$ cat src/rtl/mips_io_port.sv
// rtl/mips_io_port.sv - memory-mapped I/O words (PortOut, debounced PortIn, status) beside the data RAM
//
// Ports:
//   clk        system clock, all state on rising edge
//   reset      asynchronous active-high reset
//   Address    load/store address (ALU result); bits [1:0] ignored by the decode
//   WriteData  store data
//   MemWrite   store strobe
//   MemRead    load strobe
//   PortIn     raw asynchronous input pins
//   IOSelect   address hits one of the three I/O words
//   IOReadData combinational load data for the selected I/O word (0 when not reading)
//   PortOut    registered output port
`timescale 1ns/1ps

module mips_io_port #(
    parameter logic [31:0] PORT_OUT_ADDR   = 32'h1001_0024,
    parameter logic [31:0] PORT_IN_ADDR    = 32'h1001_0028,
    parameter logic [31:0] STATUS_ADDR     = 32'h1001_002C,
    parameter int          PORT_IN_WIDTH   = 8,
    parameter int          DEBOUNCE_CYCLES = 4
) (
    input  logic                     clk,
    input  logic                     reset,
    input  logic [31:0]              Address,
    input  logic [31:0]              WriteData,
    input  logic                     MemWrite,
    input  logic                     MemRead,
    input  logic [PORT_IN_WIDTH-1:0] PortIn,
    output logic                     IOSelect,
    output logic [31:0]              IOReadData,
    output logic [31:0]              PortOut
);

    localparam int CW = $clog2(DEBOUNCE_CYCLES) + 1;
    localparam logic [CW-1:0] LAST_COUNT = CW'(DEBOUNCE_CYCLES - 1);

    logic                     hit_out;
    logic                     hit_in;
    logic                     hit_stat;
    logic                     unused_addr_bits;

    logic [PORT_IN_WIDTH-1:0] sync_q1;
    logic [PORT_IN_WIDTH-1:0] sync_q2;
    logic [PORT_IN_WIDTH-1:0] in_prev;
    logic [PORT_IN_WIDTH-1:0] debounced;
    logic [PORT_IN_WIDTH-1:0] debounced_next;
    logic [CW-1:0]            count;
    logic [CW-1:0]            count_next;
    logic                     chg_flag;

    // Word-granular decode: byte offsets within a word alias to the same register.
    assign hit_out  = (Address[31:2] == PORT_OUT_ADDR[31:2]);
    assign hit_in   = (Address[31:2] == PORT_IN_ADDR[31:2]);
    assign hit_stat = (Address[31:2] == STATUS_ADDR[31:2]);
    assign IOSelect = hit_out | hit_in | hit_stat;
    assign unused_addr_bits = ^Address[1:0];

    always_ff @(posedge clk or posedge reset) begin
        if (reset) begin
            PortOut <= '0;
        end else if (MemWrite && hit_out) begin
            PortOut <= WriteData;
        end
    end

    // Two-flop synchroniser for the asynchronous pins.
    always_ff @(posedge clk or posedge reset) begin
        if (reset) begin
            sync_q1 <= '0;
            sync_q2 <= '0;
        end else begin
            sync_q1 <= PortIn;
            sync_q2 <= sync_q1;
        end
    end

    // A candidate differing from the accepted value must stay identical for
    // DEBOUNCE_CYCLES consecutive samples; any change of candidate restarts the
    // count at 1. The >= compare keeps DEBOUNCE_CYCLES=1 from wrapping forever.
    always_comb begin
        debounced_next = debounced;
        count_next     = count;
        if (sync_q2 == debounced) begin
            count_next = '0;
        end else if (sync_q2 != in_prev) begin
            count_next = CW'(1);
        end else if (count >= LAST_COUNT) begin
            debounced_next = sync_q2;
            count_next     = '0;
        end else begin
            count_next = count + CW'(1);
        end
    end

    always_ff @(posedge clk or posedge reset) begin
        if (reset) begin
            in_prev   <= '0;
            debounced <= '0;
            count     <= '0;
        end else begin
            in_prev   <= sync_q2;
            debounced <= debounced_next;
            count     <= count_next;
        end
    end

    // Sticky change flag; a new change on the same edge as a clearing read wins.
    always_ff @(posedge clk or posedge reset) begin
        if (reset) begin
            chg_flag <= 1'b0;
        end else if (debounced_next != debounced) begin
            chg_flag <= 1'b1;
        end else if (MemRead && hit_in) begin
            chg_flag <= 1'b0;
        end
    end

    // Reads see pre-edge state, so a simultaneous store to PortOut returns the old value.
    always_comb begin
        IOReadData = '0;
        if (MemRead) begin
            if (hit_out) begin
                IOReadData = PortOut;
            end else if (hit_in) begin
                IOReadData = 32'(debounced);
            end else if (hit_stat) begin
                IOReadData = {30'b0, (sync_q2 != debounced), chg_flag};
            end
        end
    end

endmodule

$ cat config.mk
export PLATFORM = sky130hd
export DESIGN_NAME = mips_io_port
export DESIGN_NICKNAME = d
export VERILOG_FILES = /design/src/rtl/mips_io_port.sv
export SDC_FILE = /design/constraint.sdc
export NUM_CORES = 1
export LEC_CHECK = 0
export CAP_MARGIN = 30
export CELL_PAD_IN_SITES_DETAIL_PLACEMENT = 1
export CELL_PAD_IN_SITES_GLOBAL_PLACEMENT = 2
export CORE_MARGIN = 5
export CORE_UTILIZATION = 25
export DETAILED_ROUTE_END_ITERATION = 8
export PLACE_DENSITY = 0.77
export SETUP_SLACK_MARGIN = 0.15
export SYNTH_ARGS = -nofsm -noshare
export SYNTH_HDL_FRONTEND = slang
export SYNTH_SLANG_ARGS = --single-unit
$ cat constraint.sdc
create_clock -name clk -period 3.3 [get_ports clk]
set_input_delay 0.99 -clock clk [delete_from_list [all_inputs] [get_ports clk]]
set_output_delay 0.99 -clock clk [all_outputs]
set_load 0.01 [all_outputs]
# Word level (Yosys, flattened, before mapping)
# Cells that the tools add are included.
# word_totals
reg_bits	68
word_cells	33
output_inout_bits	65
in_bits	76
# op_classes
mux	12
reduce_logical	3
order_cmp	1
n_eq_ne	7
add_sub_neg	1
bitwise	2
# ops
cell	count
$eq 30x27->1 const B	3
$mux 32	2
$mux 8	4
$ne 8x8->1	3
$mux 3	3
$eq 8x8->1	1
$add 3x1->3 const B	1
$ge 3x2->1 const B	1
$logic_and 1x1->1	2
$mux 1	2
$mux 2	1
$or 1x1->1	2
$reduce_bool 2->1	1

# Longest topological paths before layout
# Gate-level depths: netlist of run 1.
# logic_depth
ltp_word	6
ltp_mapped	6
depth_no_buf	5

# Worst setup path after synthesis of run 1
# Ideal clock, no wire load.
# synth_timing
path_kind	input to output
start	in Address[29]
end	out IOReadData[10]
slack_ps	81
n_path_buf	1
required_ps	2310
t_arrival_ps	2229
path_stages	5
cell_sequence	nor4b_1 nand4_1 nor3_1 clkbuf_1 and2_1
# synth_via
elab_chain_cells	3
# synth_lines
element	line	source
start, declared	25	input logic [31:0] Address,
$eq 30x27->1	53	assign hit_out = (Address[31:2] == PORT_OUT_ADDR[31:2]);
$mux 32	123	if (hit_out) begin
$mux 32	122	if (MemRead) begin
end, declared	31	output logic [31:0] IOReadData,
# No other way between the ends.

# Worst setup path in the final report of run 1
# layout_timing
start	in Address[26]
end	out IOReadData[17]
# The elaborated chain is that of the path after synthesis.

==> key figures, run 1 <==
STA
  • Time the worst path needs with I/O delays and setup: ~3.4 ns
  • Total Neg Setup Slack: -2.27 ns
  • Max-slew violations: 0
  • Final setup margin: -0.106 ns
  • Setup Skew: approximately 0.0066 ns
  • Least-Margin Pin Slew: between 0.7 and 0.8 ns
  • Final period util: 103%
  • Unrepaired setup endpoints after global routing: true
  • Relative slew slack: about half
  • Final Hold Fails: 0
  • Final setup viols: 24
  • Fmax: ~0.29 GHz

Global route
  • Grt total ovfl: 0
  • Global-route met3 utilization: between 5 and 6%
  • Met2 usage: about 25%
  • First-pass GRT wire length: between 15000 and 20000 µm
  • Global route hottest layer: met2
  • Antenna violations before repair: 0
  • Met1 Track Usage GR: 16.7%
  • Pin count of the biggest net entering global routing: between 60 and 70
  • GRT Total Usage: between 10% and 20%
  • Vias in the first global route: between 2000 and 3000

Synth
  • Number of synthesized flops with an enable pin: 0
  • Prevailing post-synth register cell: dfrtp_1
  • Syn Nets: between 200 and 300
  • Ys Warns: 0
  • Cells after synthesis: around 210
  • Async set-reset flop share out of synthesis: 100%
  • Seq cells post-synth: 68
  • Share of the synthesized area in the top cell type: 59.0%
  • Count of cell types in the netlist: 33
  • Ranking of synthesized cells by area: dfrtp_1 59%, mux2_2 12%, and2_1 5.4%
  • Post-synth top area cell: dfrtp_1
  • Post-Syn Area: 0.00289 mm²
  • Seq/Total Area, Yosys: about three fifths
  • Avg Cell Area, Syn: 13.6 µm²

Detailed routing
  • Post-DR vias/cell: between 4 and 5
  • Antenna violation net count after detailed routing: 0
  • Initial drt markers: between 40 and 50
  • 1st-pass router iterations: 4
  • Wire per inst: approximately 18 µm
  • Vias: ~2400
  • DRC: 0
  • WL final: 9530 µm

Final layout
  • Diode count: 0
  • # fillers: approximately 1200
  • Fin cells: 531
  • Syn-to-layout area delta: 81.7%
  • Layout cell share with drive strength beyond 1: a little under half
  • Most frequent cells in the layout: 75 x clkdlybuf4s50_1, 68 x dfrtp_1, 35 x buf_6
  • Commonest non-fill, non-tap cell in the layout: clkdlybuf4s50_1
  • Nets: roughly 460
  • Final core occ: 46.1%

Run
  • Max-Cap Viols: 0

Clock network
  • Sink Count: between 60 and 70
  • Clk_lat worst skew: 0.33 ns
  • CTS H-tree depth: 3
  • CTS root buffer: clkbuf_16
  • Number of CTS-inserted buffers: 9
  • # hold bufs at CTS: 0
  • Clk slew on worst S/H paths: approximately 0.05 ns
  • Clock tree from TritonCTS: done
  • Bufs on Longest Clock Path: 2

Floorplanning
  • Die area: between 0.01 and 0.015 mm²
  • Top Ports: roughly 140
  • Die W: roughly 120 µm
  • Starting Density: approximately a quarter
  • Placeable core region: between 0.01 and 0.015 mm²
  • Die height: roughly 120 µm
  • Cell row count: 39

Pwr
  • Maximum VDD drop: around 0.00026 V
  • Leakage: around 2.4 nW
  • Power Dens Cells: approximately 380 mW/mm²

Placed design
  • Routability congestion estimate: 0.751
  • DP HPWL: approximately 6500 µm
  • Inst Count DP: ~500
  • Port Buffer Count: about 140
  • Dpl ws: -0.923 ns

Status
  • Status: finished, violations left
  • Violated checks: negative setup slack

Critical path
  • Crit-path max FO: 6
  • Worst EP required: 2.31 ns
  • CP startpoint kind: input pin
  • Crit path DAT: ~2.4 ns
  • Critical path type: in2out
  • Worst Setup End Kind: output port

Hold path
  • Worst min-delay path class: reg2reg
==> layout make-up <==
class | count | area (µm²) | area share [%]
clock inverter | 6 | 63.8 | 1.22
inverter | 2 | 7.51 | 0.143
clock buffer | 10 | 239 | 4.56
sequential | 68 | 1700 | 32.4
tap | 143 | 179 | 3.41
timing repair buffer | 168 | 1680 | 32.0
multi-input combinational | 134 | 1370 | 26.2
==> state kept, by name, indices dropped and copies added (netlist names) <==
name and cells:
debounced 8, PortOut 32, sync_q1 8, count 3
chg_flag 1, sync_q2 8, in_prev 8
==> repair_timing <==
item,4_1_cts,5_1_grt
setup endpoints to repair,33,33
setup buffers,7,2
pin swaps,36,0
gates resized for setup,331,3
gates cloned,3,0
==> critical path, cell delays in order <==
cell     delay, ns
buf_6         0.09
nor4_4        0.31
nand4_1       0.22
nor3_4        0.20
buf_12        0.14
buf_8         0.11
buf_16        0.12
and2_4        0.14
buf_6         0.09
==> cell usage after synthesis (3+ instances only) <==
cell type / count
mux2_2: 32
nor4_1: 6
a22oi_1: 7
and2_1: 25
clkbuf_1: 3
mux2_1: 9
dfrtp_1: 68
buf_6: 3
nor4b_1: 3
xnor2_1: 8
xor2_1: 8
nand4_1: 4
nor2_1: 9
==> stage by stage <==
stage,instance area (µm²),hold slack [ns],power (mW)
floorplan,2890,0.331,0.907
global placement,4570,0.334,1.02
detailed placement,4570,0.336,1.02
CTS,5240,0.348,2.01
global route,5250,0.354,2.07
finish,5250,0.347,1.97
==> layer usage <==
metal,vias to the layer above,routed length [µm]
met3,12,653
met1,1187,3890
met4,0,162
met2,93,4820
li1,1094,-
met5,-,0
==> kinds of logic (layout without fill, tap and decap cells) <==
| logic type | Yosys count | count (layout) | synth area share, % |
|---|---|---|---|
| XOR/XNOR | 16 | 16 | 4.85 |
| flip-flops | 68 | 68 | 59.0 |
| buffers and inverters | 10 | 186 | 2.17 |
| AO/OA/AOI/OAI | 14 | 14 | 4.25 |
| adder cells (fa/ha/maj) | 2 | 2 | 0.867 |
| AND/OR/NAND/NOR | 61 | 61 | 12.9 |
| multiplexers | 41 | 41 | 16.0 |
==> final timing paths <==
path / from / endpoint / slack, ns / depth (start not counted)
max reg2reg: sync_q2[1] / debounced[4] / 1.18 / 5
min: sync_q1[7] / sync_q2[7] / 0.35 / 0
max: Address[26] / IOReadData[17] / -0.11 / 9
min reg2reg: sync_q1[7] / sync_q2[7] / 0.35 / 0
max in group asynchronous: reset / PortOut[17] / 1.96 / 3
min in group asynchronous: reset / PortOut[3] / 1.06 / 3
==> power breakdown <==
group / internal [mW] / switching [mW]
logic: 0.0926 / 0.0556
clock network: 0.603 / 0.362
registers: 0.850 / 0.0108
(Power assumes the default switching activity.)
==> run 2, diff against run 1 <==
Settings changed: GPL_ROUTABILITY_DRIVEN from default to 0.
==> results of run 2 <==
Same layout as run 1: the final DEF is identical, and so are final timing and power.
